--- src/rtl/ahb_master_ctrl.sv ---
// rtl/ahb_master_ctrl.sv - AHB single-transfer initiator for register commands (optional AHB_MST_TIMEOUT_EN)
module ahb_master_ctrl #(
  parameter int         MAX_RETRY      = 4,
  parameter logic [3:0] HPROT_VAL      = 4'b0011,
  parameter int         TIMEOUT_CYCLES = 256
) (
  input  logic        HCLK,
  input  logic        HRESET,
  input  logic        cmd_valid,
  output logic        cmd_ready,
  input  logic        cmd_write,
  input  logic [31:0] cmd_addr,
  input  logic [2:0]  cmd_size,
  input  logic [31:0] cmd_wdata,
  output logic        rsp_valid,
  output logic [31:0] rsp_rdata,
  output logic        rsp_error,
  output logic        busy,
  output logic [31:0] HADDR,
  output logic [1:0]  HTRANS,
  output logic        HWRITE,
  output logic [2:0]  HSIZE,
  output logic [2:0]  HBURST,
  output logic [3:0]  HPROT,
  output logic [31:0] HWDATA,
  input  logic [31:0] HRDATA,
  input  logic        HREADY,
  input  logic [1:0]  HRESP
);

  localparam int RW = $clog2(MAX_RETRY + 1);

  typedef enum logic [1:0] {S_IDLE, S_ADDR, S_DATA, S_RESP} state_t;

  state_t        state, state_nxt;
  logic          lat_write;
  logic [31:0]   lat_addr;
  logic [2:0]    lat_size;
  logic [31:0]   lat_wdata;
  logic [RW-1:0] retry_cnt;
  logic [31:0]   rdata_q;
  logic          error_q;

  logic          accept, retry_inc, rsp_load, rsp_err_d;
  logic [31:0]   rsp_rdata_d;
  logic          cmd_illegal;
  logic          to_hit;

  // Size/alignment legality of the command currently offered
  always_comb begin
    cmd_illegal = 1'b0;
    case (cmd_size)
      3'd0:    cmd_illegal = 1'b0;
      3'd1:    cmd_illegal = cmd_addr[0];
      3'd2:    cmd_illegal = |cmd_addr[1:0];
      default: cmd_illegal = 1'b1;
    endcase
  end

`ifdef AHB_MST_TIMEOUT_EN
  localparam int TW = $clog2(TIMEOUT_CYCLES + 1);
  logic [TW-1:0] to_cnt;

  assign to_hit = (state == S_ADDR || state == S_DATA) && !HREADY &&
                  (to_cnt == TW'(TIMEOUT_CYCLES - 1));

  // Count consecutive stalled bus cycles; any ready cycle or leaving the bus phases clears it
  always_ff @(posedge HCLK or posedge HRESET) begin
    if (HRESET)
      to_cnt <= '0;
    else if ((state == S_ADDR || state == S_DATA) && !HREADY)
      to_cnt <= to_cnt + TW'(1);
    else
      to_cnt <= '0;
  end
`else
  assign to_hit = 1'b0;
`endif

  // Next state and per-cycle actions from the current phase and slave response
  always_comb begin
    state_nxt   = state;
    accept      = 1'b0;
    retry_inc   = 1'b0;
    rsp_load    = 1'b0;
    rsp_err_d   = 1'b0;
    rsp_rdata_d = '0;
    case (state)
      S_IDLE: begin
        if (cmd_valid) begin
          accept = 1'b1;
          if (cmd_illegal) begin
            rsp_load  = 1'b1;
            rsp_err_d = 1'b1;
            state_nxt = S_RESP;
          end else begin
            state_nxt = S_ADDR;
          end
        end
      end
      S_ADDR: begin
        if (HREADY) state_nxt = S_DATA;
      end
      S_DATA: begin
        // A non-OKAY response with HREADY low is the first half of a two-cycle reply; just wait
        if (HREADY) begin
          case (HRESP)
            2'b00: begin
              rsp_load    = 1'b1;
              rsp_rdata_d = lat_write ? 32'd0 : HRDATA;
              state_nxt   = S_RESP;
            end
            2'b01: begin
              rsp_load  = 1'b1;
              rsp_err_d = 1'b1;
              state_nxt = S_RESP;
            end
            default: begin
              if (retry_cnt < RW'(MAX_RETRY)) begin
                retry_inc = 1'b1;
                state_nxt = S_ADDR;
              end else begin
                rsp_load  = 1'b1;
                rsp_err_d = 1'b1;
                state_nxt = S_RESP;
              end
            end
          endcase
        end
      end
      S_RESP:  state_nxt = S_IDLE;
      default: state_nxt = S_IDLE;
    endcase
    if (to_hit) begin
      state_nxt   = S_RESP;
      rsp_load    = 1'b1;
      rsp_err_d   = 1'b1;
      rsp_rdata_d = '0;
      retry_inc   = 1'b0;
    end
  end

  // Phase register
  always_ff @(posedge HCLK or posedge HRESET) begin
    if (HRESET) state <= S_IDLE;
    else        state <= state_nxt;
  end

  // Command latch and retry counter; the bus is driven only from these
  always_ff @(posedge HCLK or posedge HRESET) begin
    if (HRESET) begin
      lat_write <= 1'b0;
      lat_addr  <= '0;
      lat_size  <= '0;
      lat_wdata <= '0;
      retry_cnt <= '0;
    end else if (accept) begin
      lat_write <= cmd_write;
      lat_addr  <= cmd_addr;
      lat_size  <= cmd_size;
      lat_wdata <= cmd_wdata;
      retry_cnt <= '0;
    end else if (retry_inc) begin
      retry_cnt <= retry_cnt + RW'(1);
    end
  end

  // Response holding registers presented during the completion pulse
  always_ff @(posedge HCLK or posedge HRESET) begin
    if (HRESET) begin
      rdata_q <= '0;
      error_q <= 1'b0;
    end else if (rsp_load) begin
      rdata_q <= rsp_rdata_d;
      error_q <= rsp_err_d;
    end else if (accept) begin
      rdata_q <= '0;
      error_q <= 1'b0;
    end
  end

  assign cmd_ready = (state == S_IDLE);
  assign rsp_valid = (state == S_RESP);
  assign busy      = (state != S_IDLE);
  assign rsp_rdata = rdata_q;
  assign rsp_error = error_q;
  assign HTRANS    = (state == S_ADDR) ? 2'b10 : 2'b00;
  assign HADDR     = lat_addr;
  assign HWRITE    = lat_write;
  assign HSIZE     = lat_size;
  assign HWDATA    = lat_wdata;
  assign HBURST    = 3'b000;
  assign HPROT     = HPROT_VAL;

endmodule
--- config.mk ---
export PLATFORM = sky130hd
export DESIGN_NAME = ahb_master_ctrl
export DESIGN_NICKNAME = d
export VERILOG_FILES = /design/src/rtl/ahb_master_ctrl.sv
export SDC_FILE = /design/constraint.sdc
export NUM_CORES = 1
export LEC_CHECK = 0
export CAP_MARGIN = 20
export CORE_ASPECT_RATIO = 1.4
export CORE_MARGIN = 1
export CORE_UTILIZATION = 35
export DETAILED_ROUTE_END_ITERATION = 16
export PLACE_DENSITY = 0.76
export SKIP_LAST_GASP = 1
export SYNTH_ARGS = -nofsm -noshare
export SYNTH_HDL_FRONTEND = slang
export SYNTH_SLANG_ARGS = --single-unit
--- constraint.sdc ---
create_clock -name HCLK -period 4.26 [get_ports HCLK]
set_input_delay 1.278 -clock HCLK [delete_from_list [all_inputs] [get_ports HCLK]]
set_output_delay 1.278 -clock HCLK [all_outputs]
set_load 0.01 [all_outputs]
==> summary.txt <==
Synth
  • Number of flops mapped to enable cells by yosys: 0
  • Count leader, synth: dfrtp_1
  • FF+latch count, synth: 106
  • Post-synthesis simple-gate area fraction: 2.708%
  • Library cells used by synthesis: 28
  • Ys async rst share: 100.0%
  • Mapped Avg Cell Area: 15.34 µm²
  • Cell Area, Synth: 0.004111 mm²
  • Proportion of synthesized area in mux cells: 18.87%
  • Primary FF master, synth: dfrtp_1
  • Adder-cell share of the synthesized area: 0.3043%
  • Cell count after synthesis: 268
  • Most frequent cells after synthesis: dfrtp_1 (106), mux2_2 (43), a22o_1 (32)
  • Syn. warnings: 0
  • Sequential area share after synthesis: 64.52%
  • Yosys top cell area share: 64.52%
  • Synth area leader: dfrtp_1
  • Largest family of logic cells by synthesized area: multiplexers
  • Post-synthesis xor/xnor area fraction: 0.2130%
  • Synth Area in Compound Gates: 8.308%
  • Synth area leaders: dfrtp_1 (65%), mux2_2 (12%), mux2_1 (6.8%), a22o_1 (6.8%), buf_6 (2.2%)

Drt
  • Post-DR wirelength/cell: 16.20 µm
  • Detailed Route WL: 10.13 mm
  • DR iter-0 viols: 54
  • Post-route ant nets: 0
  • Drt pass-1 iters: 4
  • Routed vias/inst: 4.762
  • Via Count: 2976
  • DRC: 0

GRT
  • Vias in the first global route: 3077
  • Grt ovf: 0
  • Total global routing track utilization: 16.56%
  • Pin count of the biggest net entering global routing: 72
  • Antenna violations before repair: 0
  • First-pass GRT wire length: 15.48 mm

Setup path
  • Crit-path slowest cell: dfrtp_1
  • Worst setup SP type: register
  • CP Buf/Inv Count: 1
  • Crit-path cells: and2_1 -> clkdlybuf4s50_1
  • Top delay family on crit path: flip-flops
  • CP Class: register to output pin
  • Crit path capture type: output pin
  • Worst Path Arrival: 1.67 ns
  • Worst-path fanout max: 10
  • Required @ worst endpoint: 2.98 ns
  • CP peak stage delay: 0.57 ns

CTS
  • Latest clock arrival within the worst-skew pair: 0.34 ns
  • Post-CTS sizing: 0
  • Max H-tree Level: 3
  • Setup bufs post-CTS: 0
  • Clk sink count: 106
  • TritonCTS buffer count: 9
  • Hold Buf Count CTS: 0
  • CTS Root Cell: clkbuf_16
  • Clock transition at the registers of the reported paths: 0.07 ns
  • CTS Buffer Depth: 2
  • CTS tree: done

Run status
  • Status: complete, no violations

Timing
  • Final hold violation count: 0
  • Slew margin rel.: 46.06%
  • Final Cycle Share: 69.29%
  • Endpoints failing setup: 0
  • Setup TNS: 0 ns
  • Max frequency: 0.3388 GHz
  • Max Slew Vio Count: 0
  • Minimum clock period: 2.952 ns
  • RSZ-0062 raised after global routing: no
  • Worst-Margin Slew: 0.8091 ns
  • Final worst setup slack: 1.308 ns
  • Worst clock skew: 0.005810 ns

Floorplanning
  • DIE HEIGHT: 130.2 µm
  • Starting Density: 36.08%
  • # IOs: 219
  • Die width: 93.60 µm
  • Die area: 0.01219 mm²
  • CORE AREA: 0.01140 mm²
  • FP Rows: 46

Layout
  • Synthesis-to-finish area growth: 61.72%
  • Cell area after layout: 0.006649 mm²
  • Fill cell count: 952
  • Share of layout cells above drive strength 1: 13.51%
  • Layout Nets: 583
  • Area of the multi-input gates: 0.001286 mm²
  • Antenna Cells: 0
  • Register area: 0.002653 mm²

Pwr
  • Leakage dissipation: 2.811 nW
  • Worst VDD drop: 0.3435 mV
  • Power per cell area: 672.3 mW/mm²

Place
  • IO buf count: 210
  • DP Area: 0.006290 mm²
  • Post-Place Worst Slack: 0.8394 ns
  • Post-DP HPWL: 7.406 mm
  • Routability cong.: 0.7533

Job
  • # Max-Cap Violations: 0

Hold path
  • Hold crit path type: register to register
## metal layers
| layer | part of all wire, % | track usage, % |
|---|---|---|
| met5 | 0 | 0 |
| met4 | 1.6 | 5.882 |
| met3 | 6.5 | 4.487 |
| met2 | 53 | 29.37 |
| met1 | 39 | 19.16 |
## power by group
group          switching (W)  total (W)  leakage [nW]  internal (W)
clock               0.000363   0.000940         0.163      0.000577
sequential          0.000233    0.00166          1.32       0.00143
combinational       0.000694    0.00187          1.33       0.00117
total                0.00129    0.00447          2.81       0.00318
## worst register-to-register path, stage by stage, from the launching register on
cell	delay [ns]
dfrtp_1	0.51
nor3_4	0.34
buf_12	0.34
mux2_2	0.46
## registers in the layout, indices dropped and copies added (netlist names)
signal,cells
HADDR,32
HWDATA,32
rsp_rdata,32
HSIZE,3
retry_cnt,3
state,2
HWRITE,1
rsp_error,1
## layout make-up
type | count | share of cell area, %
sequential | 106 | 39.89
timing repair buffer | 214 | 32.56
multi-input combinational | 140 | 19.35
clock buffer | 10 | 3.444
tap | 144 | 2.710
clock inverter | 6 | 1.731
inverter | 5 | 0.3199
## path summary, 6_finish.rpt
kind	endpoint	slack, ns	cells after the start	from
worst max-delay path	rsp_valid	1.31	2	state[0]$_DFFE_PP0P_
worst min-delay path	HWDATA[27]$_DFFE_PP0P_	0.49	1	HWDATA[27]$_DFFE_PP0P_
worst max register to register	HWDATA[5]$_DFFE_PP0P_	2.49	3	state[0]$_DFFE_PP0P_
worst min register to register	HWDATA[27]$_DFFE_PP0P_	0.49	1	HWDATA[27]$_DFFE_PP0P_
max in group asynchronous	HADDR[15]$_DFFE_PP0P_	2.08	3	HRESET
min in group asynchronous	HWDATA[5]$_DFFE_PP0P_	1.45	2	HRESET
## layout by cell type (no fill, tap or decap), types with 3 or more instances in the layout
cell / instances
dfrtp_1: 106
nor2_1: 5
conb_1: 8
mux2_2: 43
nor2b_1: 3
clkbuf_16: 9
nor3_1: 3
a21oi_1: 3
clkdlybuf4s50_1: 210
a22o_1: 32
bufinv_16: 3
mux2_1: 25
o21ai_0: 3
inv_1: 4
## through the flow
stage | instances | total power (W) | util, % | hold slack [ns]
final | 625 | 0.004470 | 58.34 | 0.4857
after floorplan | 274 | 0.002497 | - | 0.4761
after global placement | 608 | 0.003507 | 55.19 | 0.4676
after detailed placement | 608 | 0.003568 | 55.19 | 0.4750
after CTS | 624 | 0.004525 | 58.21 | 0.4901
after global routing | 625 | 0.004714 | 58.34 | 0.5118
## kinds of logic (layout without fill, tap and decap cells)
group | Yosys count | after routing
flip-flops | 106 | 106
multiplexers | 69 | 69
AO/OA/AOI/OAI | 42 | 42
buffers and inverters | 28 | 235
AND/OR/NAND/NOR | 19 | 19
other | 2 | 8
adder cells (fa/ha/maj) | 1 | 1
XOR/XNOR | 1 | 1
No activity file was read; power rests on OpenSTA's default activity.
